**src/rtl/devil_snoop_responder.sv**
```systemverilog
// ACE snoop responder: one snoop at a time on AC, CR reply, then a
// critical-word-first 4-beat CD burst of the line the controller returns.
// Ports: ace_aclk/ace_aresetn; AC (i_acvalid,o_acready,i_acaddr,i_acsnoop);
// CR (o_crvalid,i_crready,o_crresp); CD (o_cdvalid,i_cdready,o_cddata,
// o_cdlast); controller side (o_snoop_trigger,o_snoop_addr,o_snoop_type,
// i_reply,i_cache_line,o_end_reply,o_timeout).
// Optional macro DEVIL_REPLY_TIMEOUT_EN: bounded reply wait of
// TIMEOUT_CYCLES cycles, answered with a no-data CR on expiry.
module devil_snoop_responder #(
  parameter int C_ACE_DATA_WIDTH = 128,
  parameter int C_ACE_ADDR_WIDTH = 44,
  parameter int TIMEOUT_CYCLES   = 1024
) (
  input  logic                          ace_aclk,
  input  logic                          ace_aresetn,
  input  logic                          i_acvalid,
  output logic                          o_acready,
  input  logic [C_ACE_ADDR_WIDTH-1:0]   i_acaddr,
  input  logic [3:0]                    i_acsnoop,
  output logic                          o_crvalid,
  input  logic                          i_crready,
  output logic [4:0]                    o_crresp,
  output logic                          o_cdvalid,
  input  logic                          i_cdready,
  output logic [C_ACE_DATA_WIDTH-1:0]   o_cddata,
  output logic                          o_cdlast,
  output logic                          o_snoop_trigger,
  output logic [C_ACE_ADDR_WIDTH-1:0]   o_snoop_addr,
  output logic [3:0]                    o_snoop_type,
  input  logic                          i_reply,
  input  logic [4*C_ACE_DATA_WIDTH-1:0] i_cache_line,
  output logic                          o_end_reply,
  output logic                          o_timeout
);

  localparam int DW = C_ACE_DATA_WIDTH;
  localparam int AW = C_ACE_ADDR_WIDTH;

  typedef enum logic [2:0] {
    R_IDLE,
    R_WAIT_REPLY,
    R_CR,
    R_CD,
    R_END
  } state_t;

  state_t          state_q, state_d;
  logic [AW-1:0]   addr_q, addr_d;
  logic [3:0]      type_q, type_d;
  logic [1:0]      start_q, start_d;
  logic [1:0]      beat_q, beat_d;
  logic [4*DW-1:0] line_q, line_d;
  logic            has_data_q, has_data_d;
  logic            trig_q, trig_d;
  // Low during reset, high from the first clock after release, so
  // o_acready stays low while reset is held.
  logic            alive_q;
  logic [1:0]      widx;

`ifdef DEVIL_REPLY_TIMEOUT_EN
  localparam logic [15:0] TO_LAST = 16'(TIMEOUT_CYCLES - 1);
  logic [15:0]     cnt_q, cnt_d;
  logic            to_q, to_d;
`endif

  always_comb begin
    state_d    = state_q;
    addr_d     = addr_q;
    type_d     = type_q;
    start_d    = start_q;
    beat_d     = beat_q;
    line_d     = line_q;
    has_data_d = has_data_q;
    trig_d     = 1'b0;
`ifdef DEVIL_REPLY_TIMEOUT_EN
    cnt_d      = cnt_q;
    to_d       = 1'b0;
`endif
    unique case (state_q)
      R_IDLE: begin
        if (i_acvalid && alive_q) begin
          addr_d     = i_acaddr;
          type_d     = i_acsnoop;
          start_d    = i_acaddr[5:4];
          has_data_d = 1'b0;
          trig_d     = 1'b1;
`ifdef DEVIL_REPLY_TIMEOUT_EN
          cnt_d      = '0;
`endif
          state_d    = R_WAIT_REPLY;
        end
      end
      R_WAIT_REPLY: begin
        // A reply on the terminal count still wins over the timeout.
        if (i_reply) begin
          line_d     = i_cache_line;
          has_data_d = 1'b1;
          state_d    = R_CR;
`ifdef DEVIL_REPLY_TIMEOUT_EN
        end else if (cnt_q == TO_LAST) begin
          to_d       = 1'b1;
          state_d    = R_CR;
        end else begin
          cnt_d      = cnt_q + 16'd1;
`endif
        end
      end
      R_CR: begin
        beat_d = 2'd0;
        if (i_crready) begin
          state_d = has_data_q ? R_CD : R_END;
        end
      end
      R_CD: begin
        if (i_cdready) begin
          beat_d = beat_q + 2'd1;
          if (beat_q == 2'd3) begin
            state_d = R_END;
          end
        end
      end
      R_END: begin
        state_d = R_IDLE;
      end
      default: begin
        state_d = R_IDLE;
      end
    endcase
  end

  always_ff @(posedge ace_aclk or negedge ace_aresetn) begin
    if (!ace_aresetn) begin
      state_q    <= R_IDLE;
      addr_q     <= '0;
      type_q     <= '0;
      start_q    <= '0;
      beat_q     <= '0;
      line_q     <= '0;
      has_data_q <= 1'b0;
      trig_q     <= 1'b0;
      alive_q    <= 1'b0;
    end else begin
      state_q    <= state_d;
      addr_q     <= addr_d;
      type_q     <= type_d;
      start_q    <= start_d;
      beat_q     <= beat_d;
      line_q     <= line_d;
      has_data_q <= has_data_d;
      trig_q     <= trig_d;
      alive_q    <= 1'b1;
    end
  end

`ifdef DEVIL_REPLY_TIMEOUT_EN
  always_ff @(posedge ace_aclk or negedge ace_aresetn) begin
    if (!ace_aresetn) begin
      cnt_q <= '0;
      to_q  <= 1'b0;
    end else begin
      cnt_q <= cnt_d;
      to_q  <= to_d;
    end
  end

  assign o_timeout = to_q;
`else
  // Constant 0: a legal TIMEOUT_CYCLES is never 0.
  assign o_timeout = (TIMEOUT_CYCLES == 0);
`endif

  // Critical word first: the 2-bit sum wraps around the line.
  assign widx = start_q + beat_q;

  assign o_acready       = alive_q && (state_q == R_IDLE);
  assign o_crvalid       = (state_q == R_CR);
  assign o_crresp        = {4'b0000, o_crvalid && has_data_q};
  assign o_cdvalid       = (state_q == R_CD);
  assign o_cddata        = o_cdvalid ? line_q[widx*DW +: DW] : '0;
  assign o_cdlast        = o_cdvalid && (beat_q == 2'd3);
  assign o_snoop_trigger = trig_q;
  assign o_snoop_addr    = addr_q;
  assign o_snoop_type    = type_q;
  assign o_end_reply     = (state_q == R_END);

endmodule

```
**config.mk**
```make
export PLATFORM = sky130hd
export DESIGN_NAME = devil_snoop_responder
export DESIGN_NICKNAME = d
export VERILOG_FILES = /design/src/rtl/devil_snoop_responder.sv
export SDC_FILE = /design/constraint.sdc
export NUM_CORES = 1
export LEC_CHECK = 0
export ABC_AREA = 1
export BUFFER_PORTS_ARGS = -buffer_cell sky130_fd_sc_hd__buf_4
export CORE_AREA = 2 2 290 292
export DETAILED_ROUTE_END_ITERATION = 6
export DIE_AREA = 0 0 292 294
export REMOVE_ABC_BUFFERS = 1
export SLEW_MARGIN = 20
export SYNTH_ARGS = -nofsm -noshare
export SYNTH_HDL_FRONTEND = slang
export SYNTH_SLANG_ARGS = --single-unit
```
**constraint.sdc**
```tcl
create_clock -name ace_aclk -period 2.6 [get_ports ace_aclk]
set_clock_uncertainty 0.1 [all_clocks]
set_input_delay 0.26 -clock ace_aclk [delete_from_list [all_inputs] [get_ports ace_aclk]]
set_output_delay 0.26 -clock ace_aclk [all_outputs]
set_load 0.01 [all_outputs]
```
==> results.yml, run 1 <==
global_route:
  grt_max_degree: 147
  antenna_found_initial: 5
  grt-ovfl-total: 0
  track_usage_pct: 23.9
  grt_pass1_wl_um: 163000
  grt_pass1_vias: 29531
synthesis:
  ys.warnings.count: 0
  synthTopCellsByCount: "nand2_1, dfrtp_1, nor2_1"
  yosysMostFrequentCell: "nand2_1"
  synth_area_sq_um: 27100
  netlist_instances: 3614
  ys_ff_latch: 568
  syn_area_per_cell_sq_um: 7.50
  yosysTopAreaCell: "dfrtp_1"
  ys_seq_area_share_pct: 52.4
  yosys-top-cells-area: "dfrtp_1, nand2_1, nand3_1"
  synthArstFlopShare_pct: 100
  synth-edff-count: 0
  synth_ff_type: "dfrtp_1"
  synth_top_area_share_pct: 52.4
  yosys.cell_types.count: 18
clock_network:
  cts_buffers: 69
  clock_latency_ns: 0.59
  cts_tree: "done"
  clock_sinks: 568
  clockBufferDepth: 3
  cts.clk_slew.worst_paths_ns: 0.05
  root_buffer: "clkbuf_16"
  htree_levels: 3
placed_design:
  hpwl_um: 65600
  place.gp.congestion: 0.867
  io_buffers: 748
  dpl_cell_area_sq_um: 34200
final_layout:
  final_util_pct: 52.5
  fillers: 7436
  final_nets: 5417
  syn_to_final_growth_pct: 60.4
  fin_area_sq_um: 43500
  drive_above_1_share_pct: 23.2
power:
  power_w: 0.0520
  swShare_pct: 41.9
  p_per_area_nw_per_um2: 1200
  clock_power_share_pct: 18.4
  peakVddDrop_mv: 0.822
  power_leakage_nw: 22.0
  switching_power_w: 0.0218
  sequentialPowerShare_pct: 28.1
  intPower_w: 0.0302
  combPwrFrac_pct: 53.5
worst_setup_path:
  crit_type: "register to output port"
  cp-start-kind: "register"
  path_max_fanout: 6
  worstPathArrival_ns: 2.35
  endpoint_kind: "output port"
  critPathRequiredTime_ns: 2.24
drt:
  vias: 29130
  antenna_left: 0
  drc_errors: 0
  dr.pass1.iters: 5
  vias_per_cell: 4.87
  drt_iter0_drc: 1713
  drt_wl_total_um: 106000
  avgRoutedWirePerCell_um: 17.7
sta:
  finalSetupViolations: 105
  final.setup.tns_ns: -4.67
  hold_viol: 0
  tightest_slew_ns: 0.803
  maxSlewHeadroom_pct: 46.5
  timing.fmax_mhz: 370
  post-route-period-util_pct: 104
  finalCriticalPeriod_ns: 2.71
  drv_slew: 0
  setup_ws_ns: -0.106
  rsz0062_at_grt: "true"
run_status:
  status: "finished, violations left"
  violations: "negative setup slack"
die:
  start_util_pct: 32.7
  core_sq_um: 82900
  die_y_um: 294
  ios: 754
  fp-row-count: 106
  die-area_sq_um: 85800
  dieWidth_um: 292
job:
  max-cap-violations: 0
worst_hold_path:
  hp-class: "input pin to register"
routing by layer:
| layer | share of wire [%] | vias up | GRT usage, % |
|---|---|---|---|
| met4 | 5.1 | 0 | 12.6 |
| met2 | 49 | 1104 | 40.3 |
| met1 | 40 | 13808 | 29.2 |
| li1 | - | 13946 | - |
| met5 | 0 | - | 0 |
| met3 | 6.5 | 272 | 4.49 |
placed cells by master, fill, tap and decap left out, drive strengths merged, types with 6 or more instances in the layout:
cell / netlist / final
a21oi: 386 / 386
buf: 116 / 874
clkbuf: 168 / 104
clkinv: 0 / 12
conb: 2 / 6
dfrtp: 568 / 568
dlygate4sd3: 0 / 563
inv: 268 / 272
nand2: 1056 / 1056
nand3: 389 / 389
nor2: 393 / 393
o21ai: 262 / 262
per-stage QoR:
step | cells | setup slack (ns) | hold slack (ns)
after global routing | 5982 | -0.230 | 0.109
final | 5982 | -0.106 | 0.0597
after floorplan | 3334 | -20.32 | -0.136
after detailed placement | 5260 | 0.318 | 0.231
after global placement | 5260 | 0.329 | 0.225
after CTS | 5972 | -0.191 | 0.0244
registers in the layout, indices dropped and copies added, names as in the netlist:
signal,count
has_data_q,1
o_snoop_type,4
line_q,512
alive_q,1
state_q,3
o_snoop_addr,44
beat_q,2
o_snoop_trigger,1
cells by family (layout without fill, tap and decap cells):
group | count (synthesis) | in the layout | share of synthesized area [%]
buffers and inverters | 552 | 1831 | 8.10
AND/OR/NAND/NOR | 1841 | 1841 | 27.4
flip-flops | 568 | 568 | 52.4
other | 2 | 11 | 0.0277
AO/OA/AOI/OAI | 649 | 649 | 12.0
adder cells (fa/ha/maj) | 2 | 2 | 0.0923
worst paths after layout:
check	startpoint	endpoint	slack, ns	depth (start not counted)
worst max-delay path	beat_q[0]	o_cddata[63]	-0.11	9
worst min-delay path	i_crready	state_q[2]	0.06	5
worst max register to register	state_q[2]	line_q[247]	0.18	6
worst min register to register	line_q[285]	line_q[285]	0.36	2
max in group asynchronous	ace_aresetn	line_q[264]	1.34	3
min in group asynchronous	ace_aresetn	line_q[226]	0.19	2
critical path, stage by stage, from the launching register on:
cell	delay, ns
dfrtp_1	0.41
ha_4	0.33
buf_8	0.15
buf_16	0.17
clkbuf_16	0.18
nand2_1	0.06
o21ai_2	0.06
a21oi_2	0.06
nor2_2	0.17
buf_4	0.15
final cells by class:
type / instances / area, sq um / area share, %
diodes: 5 / 12.5 / 0.0288
inverters: 268 / 1010 / 2.31
clock buffers: 100 / 2040 / 4.68
multi-input cells: 2498 / 11200 / 25.9
clock inverters: 19 / 206 / 0.475
flip-flops and latches: 568 / 14200 / 32.7
well taps: 1080 / 1350 / 3.11
repair buffers: 1444 / 13400 / 30.8
power groups by stage:
| stage | sequential (W) | clock, W | combinational, W |
|---|---|---|---|
| after floorplan | 0.0145 | 0 | 0.0102 |
| after global placement | 0.0145 | 0 | 0.0219 |
| after detailed placement | 0.0146 | 0 | 0.0222 |
| after CTS | 0.0145 | 0.00979 | 0.0265 |
| after global routing | 0.0150 | 0.0101 | 0.0307 |
| final | 0.0146 | 0.00957 | 0.0278 |
timing repair:
| action | CTS | global route |
|---|---|---|
| cloned | 19 | 3 |
| pin swaps | 37 | 35 |
| setup endpoints to repair | 126 | 126 |
| hold buffers | 563 | 0 |
| setup buffers | 11 | 6 |
| endpoints found under the hold margin | 612 | 0 |
| gates resized for setup | 146 | 173 |
Power figures use the tool's default switching activity.
==> run 2, diff against run 1 <==
Settings changed: PLACE_DENSITY set to 0.53.
==> results.yml, run 2 (synthesis gave the netlist of run 1 again) <==
sta:
  hold_viol: 0
  maxSlewHeadroom_pct: 52.9
  tightest_slew_ns: 0.706
  timing.fmax_mhz: 368
  setup_ws_ns: -0.117
  finalSetupViolations: 108
  drv_slew: 0
  rsz0062_at_grt: "true"
  post-route-period-util_pct: 105
  timing.hold.ws_ns: 0.0976
  finalCriticalPeriod_ns: 2.72
run_status:
  status: "finished, violations left"
  violations: "negative setup slack"
global_route:
  grt-ovfl-total: 0
  antenna_found_initial: 14
  grt_max_degree: 106
  grt_pass1_wl_um: 169000
  grt_pass1_vias: 29512
  track_usage_pct: 25.2
final_layout:
  mostFrequentLayoutCells: "nand2_1, buf_4, dlygate4sd3_1"
  syn_to_final_growth_pct: 67.6
  max_flop_register: "line_q"
  largest_reg_flops: 512
  final_nets: 5503
  final_util_pct: 54.8
  layout_commonest_cell: "nand2_1"
  drive_above_1_share_pct: 25.9
clock_network:
  cts_buffers: 69
  cts.clk_slew.worst_paths_ns: 0.06
  htree_levels: 3
  cts_tree: "done"
  clockBufferDepth: 3
  clock_latency_ns: 0.60
  clock_sinks: 568
  root_buffer: "clkbuf_16"
placed_design:
  hpwl_um: 70400
  io_buffers: 748
  pre_cts_slack_ns: 0.313
  place.gp.congestion: 0.844
drt:
  drt_iter0_drc: 1888
  vias_per_cell: 4.88
  avgRoutedWirePerCell_um: 19.4
  drt_wl_total_um: 118000
  antenna_left: 0
  top_layer_used: "met5"
  vias: 29654
  drc_errors: 0
  wl_met1_um: 47800
  met2_length_um: 56500
  wl_met3_um: 7820
  dr.pass1.iters: 7
power:
  p_per_area_nw_per_um2: 1260
  peakVddDrop_mv: 0.725
  power_leakage_nw: 22.9
worst_setup_path:
  r2r_cells: 6
  path_max_fanout: 8
  rrSetupSlack_ns: 0.19
  critPathRequiredTime_ns: 2.24
  worstPathArrival_ns: 2.36
  crit_start: "o_snoop_addr[4]"
  worstReg2RegStart: "state_q[2]"
  endpoint_kind: "output port"
  cp-start-kind: "register"
  crit_type: "register to output port"
  worstReg2RegEnd: "line_q[352]"
job:
  max-cap-violations: 0
die:
  dieWidth_um: 292
  start_util_pct: 32.7
  fp-row-count: 106
  die_y_um: 294
  core_sq_um: 82900
  die-area_sq_um: 85800
  ios: 754
worst_hold_path:
  hp-class: "input pin to asynchronous set/reset pin"
## run 2: cell types whose count changed in the layout (fill, tap and decap cells not counted), sizes merged, moves of 2 or more
cell,delta
diode,+5
dlygate4sd3,+16
inv,-5
clkinv,+2
bufinv,+3
clkbuf,+27
buf,+40
## run 2: layout make-up
cell class | count | area [sq um]
Tap cell | 1080 | 1350
Antenna cell | 10 | 25.0
Clock buffer | 99 | 1990
Inverter | 268 | 1010
Clock inverter | 20 | 250
Timing Repair Buffer | 1529 | 15000
Sequential cell | 568 | 14200
Fill cell | 7674 | 37500
Multi-Input combinational cell | 2499 | 11600
## run 2: per-layer routing
| metal | GRT usage (%) | vias to the layer above |
|---|---|---|
| li1 | - | 14155 |
| met1 | 30.9 | 14125 |
| met2 | 42.4 | 1105 |
| met3 | 5.26 | 261 |
| met4 | 12.0 | 8 |
| met5 | 0 | - |
## run 2: worst max-delay path by stage
stage | slack (ns) | cells past startpoint | to
floorplan | -20.32 | 4 | line_q[0]
global placement | 0.34 | 8 | o_cddata[38]
detailed placement | 0.31 | 7 | o_cddata[120]
CTS | -0.18 | 10 | o_cddata[81]
global route | -0.23 | 8 | o_cddata[74]
finish | -0.12 | 9 | o_cddata[23]
## run 2: repair_timing
| item | CTS | global route |
|---|---|---|
| hold buffers | 579 | 0 |
| setup endpoints to repair | 128 | 128 |
| pin swaps | 36 | 118 |
| resized for setup | 165 | 340 |
| buffers inserted | 21 | 7 |
| endpoints found under the hold margin | 604 | 0 |
| cloned | 25 | 38 |
## run 2: critical path, stage by stage (launching register included)
cell and delay (ns):
dfrtp_1 0.40, ha_4 0.32, buf_12 0.17, buf_16 0.19, clkbuf_16 0.18, nand2_1 0.05, o21ai_1 0.07, a21oi_1 0.06
nor2_2 0.14, buf_4 0.15
## run 2: where the power goes
part / switching, W / total (W) / leakage (nW) / internal [W]
Clock: 0.00396 / 0.00968 / 1.10 / 0.00572
Combinational: 0.0182 / 0.0332 / 15.1 / 0.0150
Sequential: 0.00173 / 0.0146 / 6.63 / 0.0128
## run 2: metrics by stage
step / total power (W) / area (sq um) / cells / setup TNS, ns
6_report: 0.0575 / 45400 / 6073 / -5.30
5_1_grt: 0.0615 / 45400 / 6068 / -18.19
4_1_cts: 0.0524 / 43700 / 6020 / -12.77
3_5_place_dp: 0.0370 / 34300 / 5278 / 0
3_3_place_gp: 0.0368 / 34300 / 5278 / 0
2_1_floorplan: 0.0247 / 25900 / 3334 / -
